### config.mk
export PLATFORM = sky130hd
export DESIGN_NAME = ixc_assign_arb_32
export DESIGN_NICKNAME = d
export VERILOG_FILES = /design/src/rtl/ixc_assign_arb_32.sv
export SDC_FILE = /design/constraint.sdc
export NUM_CORES = 1
export LEC_CHECK = 0
export BUFFER_PORTS_ARGS = -buffer_cell sky130_fd_sc_hd__buf_2
export CAP_MARGIN = 20
export CORE_ASPECT_RATIO = 1.1
export CORE_MARGIN = 1.5
export CORE_UTILIZATION = 43
export DETAILED_ROUTE_END_ITERATION = 8
export PLACE_DENSITY_LB_ADDON = 0.1
export SLEW_MARGIN = 20
export SYNTH_ARGS = -nofsm -noshare
export SYNTH_HDL_FRONTEND = slang
export SYNTH_SLANG_ARGS = --single-unit
### constraint.sdc
create_clock -name clk -period 2.4 [get_ports clk]
set_input_delay 0.24 -clock clk [delete_from_list [all_inputs] [get_ports clk]]
set_output_delay 0.24 -clock clk [all_outputs]
set_load 0.01 [all_outputs]
### src/rtl/ixc_assign_arb_32.sv
// Round-robin arbiter that shares one registered W-bit assign path (L <= R) among NREQ
// requesters, letting each grantee stream up to MAX_BURST words with out_valid/out_ready flow.
module ixc_assign_arb_32 #(
  parameter int unsigned NREQ      = 4,
  parameter int unsigned W         = 32,
  parameter int unsigned MAX_BURST = 4,
  localparam int unsigned GW       = (NREQ > 1) ? $clog2(NREQ) : 1
) (
  input  logic              clk,
  input  logic              rst,
  input  logic [NREQ-1:0]   req_valid,
  input  logic [NREQ*W-1:0] req_data,
  output logic [NREQ-1:0]   req_ready,
  output logic [W-1:0]      L,
  output logic              out_valid,
  input  logic              out_ready,
  output logic [NREQ-1:0]   grant,
  output logic [GW-1:0]     grant_id
);

  typedef enum logic {StIdle, StBusy} state_e;

  state_e          state_q;
  logic [NREQ-1:0] grant_q;
  logic [GW-1:0]   grant_id_q;
  logic [GW-1:0]   rr_ptr_q;
  logic [7:0]      burst_cnt_q;
  logic [W-1:0]    l_q;
  logic            out_valid_q;

  logic [W-1:0]    words [NREQ];
  logic            pick_found;
  logic [GW-1:0]   pick_id;
  logic [GW:0]     sum;
  logic [GW-1:0]   cand;
  logic            cur_valid;
  logic [W-1:0]    cur_data;
  logic            ready_bit;
  logic            accept;
  logic            last_word;
  logic [GW-1:0]   next_ptr;

  for (genvar i = 0; i < NREQ; i++) begin : g_words
    assign words[i] = req_data[i*W +: W];
  end

  // First valid requester scanning upward from rr_ptr, wrapping modulo NREQ.
  always_comb begin
    pick_found = 1'b0;
    pick_id    = '0;
    sum        = '0;
    cand       = '0;
    for (int unsigned i = 0; i < NREQ; i++) begin
      sum = {1'b0, rr_ptr_q} + (GW+1)'(i);
      if (sum >= (GW+1)'(NREQ)) begin
        sum = sum - (GW+1)'(NREQ);
      end
      cand = sum[GW-1:0];
      if (!pick_found && req_valid[cand]) begin
        pick_found = 1'b1;
        pick_id    = cand;
      end
    end
  end

  assign cur_valid = req_valid[grant_id_q];
  assign cur_data  = words[grant_id_q];
  assign ready_bit = ~out_valid_q | out_ready;
  assign accept    = (state_q == StBusy) & cur_valid & ready_bit;
  assign last_word = (burst_cnt_q == 8'(MAX_BURST - 1));
  assign next_ptr  = (grant_id_q == GW'(NREQ - 1)) ? '0 : grant_id_q + GW'(1);

  assign req_ready = ((state_q == StBusy) && ready_bit) ? grant_q : '0;
  assign L         = l_q;
  assign out_valid = out_valid_q;
  assign grant     = grant_q;
  assign grant_id  = grant_id_q;

  always_ff @(posedge clk) begin
    if (rst) begin
      state_q     <= StIdle;
      grant_q     <= '0;
      grant_id_q  <= '0;
      rr_ptr_q    <= '0;
      burst_cnt_q <= '0;
      l_q         <= '0;
      out_valid_q <= 1'b0;
    end else begin
      // A fresh word may overwrite the held one in the same edge downstream takes it.
      if (accept) begin
        l_q         <= cur_data;
        out_valid_q <= 1'b1;
      end else if (out_ready) begin
        out_valid_q <= 1'b0;
      end

      case (state_q)
        StIdle: begin
          if (pick_found) begin
            state_q     <= StBusy;
            grant_q     <= NREQ'(1) << pick_id;
            grant_id_q  <= pick_id;
            burst_cnt_q <= '0;
          end
        end
        StBusy: begin
          if (accept) begin
            burst_cnt_q <= burst_cnt_q + 8'd1;
          end
          if (!cur_valid || (accept && last_word)) begin
            state_q    <= StIdle;
            grant_q    <= '0;
            grant_id_q <= '0;
            rr_ptr_q   <= next_ptr;
          end
        end
        default: state_q <= StIdle;
      endcase
    end
  end

endmodule

* After elaboration in Yosys (flattened, before gate mapping)
Cells that the tools add are included.
Widths: inputs -> output; s select.
** Word-level totals
- Bits in registers :: 50
** Operators by class
- Add/subtract/negate cells :: 9
- Equal/unequal tests :: 5
- Reduce and logical (&&, ||, !) cells :: 14
- $lt $le $gt $ge :: 10
- Shift operators :: 1
- Mux-type cells :: 41
- Bitwise gates (word level) :: 6
** Operators by type and width (number)
- $bmux 32 s2 :: 1
- $mux 32 :: 2
- $mux 2 :: 11
- $mux 8 :: 2
- $pmux 8 s2 :: 1
- $lt 2x3->1 const B :: 5
- $mux 1 :: 13
- $ge 3x3->1 const B :: 4
- $mux 4 :: 3
- $bmux 1 s2 :: 5
- $add 8x1->8 const B :: 1
- $eq 8x2->1 const B :: 1
- $pmux 4 s2 :: 1
- $sub 2x1->2 const B :: 4
- $add 2x2->3 const B :: 2
- $reduce_and 2->1 :: 3
- $logic_and 1x1->1 :: 5
- $logic_not 1->1 :: 4
- $ne 2x1->1 const B :: 2
- $pmux 2 s2 :: 1
- $shl 1x2->4 const A :: 1
- $add 2x1->3 const B :: 1
- $ge 2x3->1 const B :: 1
- $not 2->3 :: 1
- 9 further kinds :: 11

* Logic depth before layout (Yosys ltp)
- Depth after elaboration :: 17
- Mapped depth :: 7

* Worst setup path after synthesis
No wires, ideal clock.
- Path kind :: flip-flop to flip-flop
- Start point :: register burst_cnt_q[0]
- End point :: register rr_ptr_q[0]
- Buffers on the path :: 0
- Cell stages (with the launch flop) :: 6
- Data arrival time :: 1.858 ns
- Slack :: 0.471 ns
- Data required time :: 2.330 ns
- Cell sequence :: dfxtp_1 > ha_1 > or4b_4 > o31a_1 > or4_1 > a21oi_1
** On the way
- Word-level cells in the longest chain between the ends :: 4
** Ends and longest elaborated chain
- from (decl) :: line 27 : logic [7:0] burst_cnt_q;
- from (signal assigned) :: line 108 : burst_cnt_q <= burst_cnt_q + 8'd1;
- $eq 8x2->1 :: line 70 : assign last_word = (burst_cnt_q == 8'(MAX_BURST - 1));
- $logic_and 1x1->1 :: line 110 : if (!cur_valid || (accept && last_word)) begin
- $logic_or 1x1->1 :: line 110
- $reduce_and 2->1 (no source line)
- to (signal assigned) :: line 114 : rr_ptr_q <= next_ptr;
- to (decl) :: line 26 : logic [GW-1:0] rr_ptr_q;
Every way passes these cells.
A chain may end at the register's enable or synchronous reset.

* Worst setup path after layout
Ends and elaborated chain as after synthesis.

==> flow_summary.toml <==
[floorplanning]
coreArea_mm2 = 0.00623
dieArea_mm2 = 0.00698
initial_core_util_pct = 44.8
die_h_um = 87.5
pin_count = 178
rows = 30
die_w_um = 79.8

[worst_setup_path]
worstPathBufferInverterCount = 0
cp-end-kind = "register"
critPathLaunchType = "register"
cp_max_fo = 6
startpoint = "burst_cnt_q[0]"
worst_path_max_delay_cell = "or4b_4"
worst-setup-path-type = "reg2reg"
crit_arrival_ns = 2.33
crit_chain = "ha_1, or4b_4, o31a_1, or4_1, a21oi_1"
rr_startpoint = "burst_cnt_q[0]"
cp.required_ns = 2.63
max_stage_delay_ns = 0.48
crit_family = "simple AND/OR/NAND/NOR gates"

[timing]
finalCritPeriodShare_pct = 87.6
tns_ns = 0
slew_headroom_pct = 57.3
skew_ns = 0.00675
max_freq_mhz = 476
rsz0062_at_grt = "no"
maxSlewViolCount = 0
setup_viol = 0
final_hold_viol_count = 0
worstMarginPinSlew_ns = 0.641
fin_crit_ns = 2.10

[clocking]
cts_setup_buffers = 0
holdBufCountCts = 0
clockBufferDepth = 2
cts_tree = "done"
clock-sinks = 50
cts_root_buf = "clkbuf_8"
htreeDepth = 2
numCtsBuffers = 5
ctsResizeCount = 0
clock_latency_ns = 0.30
clk_pin_slew_worst_paths_ns = 0.09

[flow_run]
drv_cap = 0

[routing]
vias = 2895
drt_iter0_drc = 141
ant_nets = 0
viasPerCell = 5.41
drc = 0
wl_per_cell_um = 15.1
drt-total-wl_um = 8070
dr.pass1.iters = 4

[worst_hold_path]
hp-start = "rst"
hp-class = "in2reg"

[yosys]
syn_area_per_cell_um2 = 9.76
yosysSeqAreaShare_pct = 35.9
synth-seq-cells = 50
synthCells = 286
synth_warnings = 0
synth.distinct_cells = 39
synthesis.area_mm2 = 0.00279
syn_nets = 423

[placed_design]
numPortBuffers = 177
finalWeightedCongestion = 0.822
dp_hpwl_um = 6370
dp_cells = 526

[final_layout]
synthToLayoutAreaGrowth_pct = 36.5
multi_input_area_mm2 = 0.00168
drive_above_1_share_pct = 50.2
layout.cells.most_common = "buf_2"
final_nets = 590
regArea_mm2 = 0.00100
final_cell_mix = "buf_2, nand2_1, dfxtp_1, a21oi_1, mux4_2"
n_fill_cell = 597
final_cells = 535

[grt]
grt.total_usage_pct = 23.0
grt_max_degree = 37
grt_pass1_vias = 2676
grt.overflow.total = 0
antenna_found_initial = 0
grt_pass1_wl_um = 12400

[power]
power_w = 0.00197
p_leak_nw = 1.71
max-vdd-ir-drop_mv = 0.262
power.density_mw_per_mm2 = 517

[run_status]
status = "finished, final reports clean"
## Yosys cell counts, drive strengths merged
master  instances  area share [%]
nand2          71             9.5
dfxtp          50              36
a21oi          41             7.4
mux4           33              27
clkbuf         12             1.6
buf            11             2.2
nand3           9             1.8
and3            6             1.3
nor2b           5             1.1
o21ai           5            0.90
or4             5             1.3
a32o            4             1.4
nor2            4            0.54
or3             4            0.94
a21o            2            0.54
ha              2            0.90
nand2b          2            0.45
o211ai          2            0.54
o22ai           2            0.45
o31ai           2            0.54
a211oi          1            0.27
a21boi          1            0.27
a31o            1            0.31
a31oi           1            0.22
and4b           1            0.36
inv             1            0.13
nand3b          1            0.27
nand4           1            0.22
nor4            1            0.22
o21bai          1            0.27
o22a            1            0.31
o31a            1            0.31
or4b            1            0.49
xor2            1            0.31
## sequential cells by signal, summed over array words and instances (netlist names)
register     cells
L               32
burst_cnt_q      8
grant            4
grant_id         2
out_valid        1
rr_ptr_q         2
state_q          1
## metal layers
metal | up-vias | GRT usage (%) | routed length (µm)
li1 | 1403 | - | -
met1 | 1373 | 26.8 | 3020
met4 | 0 | 7.37 | 146
met5 | - | 0 | 0
met2 | 106 | 40.4 | 4330
met3 | 13 | 7.23 | 574
## metrics by stage
stage	instance area, µm²	util, %	worst slack [ns]	hold WS (ns)
CTS	3810	61.1	0.328	0.191
floorplan	2790	-	0.471	0.452
global placement	3720	59.7	0.414	0.439
finish	3810	61.2	0.299	0.188
global route	3810	61.1	0.239	0.213
detailed placement	3720	59.7	0.338	0.446
## cell families after synthesis
group	synth area share, %
buf+inv	3.94
simple gates	18.6
xor+xnor	0.314
compound gates	13.7
flops	35.9
fa+ha+maj	0.896
mux	26.6
## path summary, 6_finish.rpt
kind	cells after the start	slack, ns	to
setup / recovery	5	0.30	rr_ptr_q[0]
hold / removal	2	0.19	rr_ptr_q[1]
setup reg to reg	5	0.30	rr_ptr_q[0]
hold reg to reg	2	0.45	L[0]
## final cells by class
type | count | share of cell area (%)
clock inverters | 1 | 0.131
inverters | 1 | 0.0985
flip-flops and latches | 50 | 26.3
repair buffers | 183 | 24.4
multi-input cells | 212 | 44.1
well taps | 80 | 2.63
diodes | 1 | 0.0657
clock buffers | 7 | 2.27
## power by group
group / total (W) / internal (W) / leakage (nW) / switching (W)
combinational: 0.000547 / 0.000286 / 1.25 / 0.000261
sequential: 0.000921 / 0.000885 / 0.408 / 0.0000357
clock: 0.000501 / 0.000233 / 0.0482 / 0.000268
Note: power is estimated with default switching activity, not from simulation.
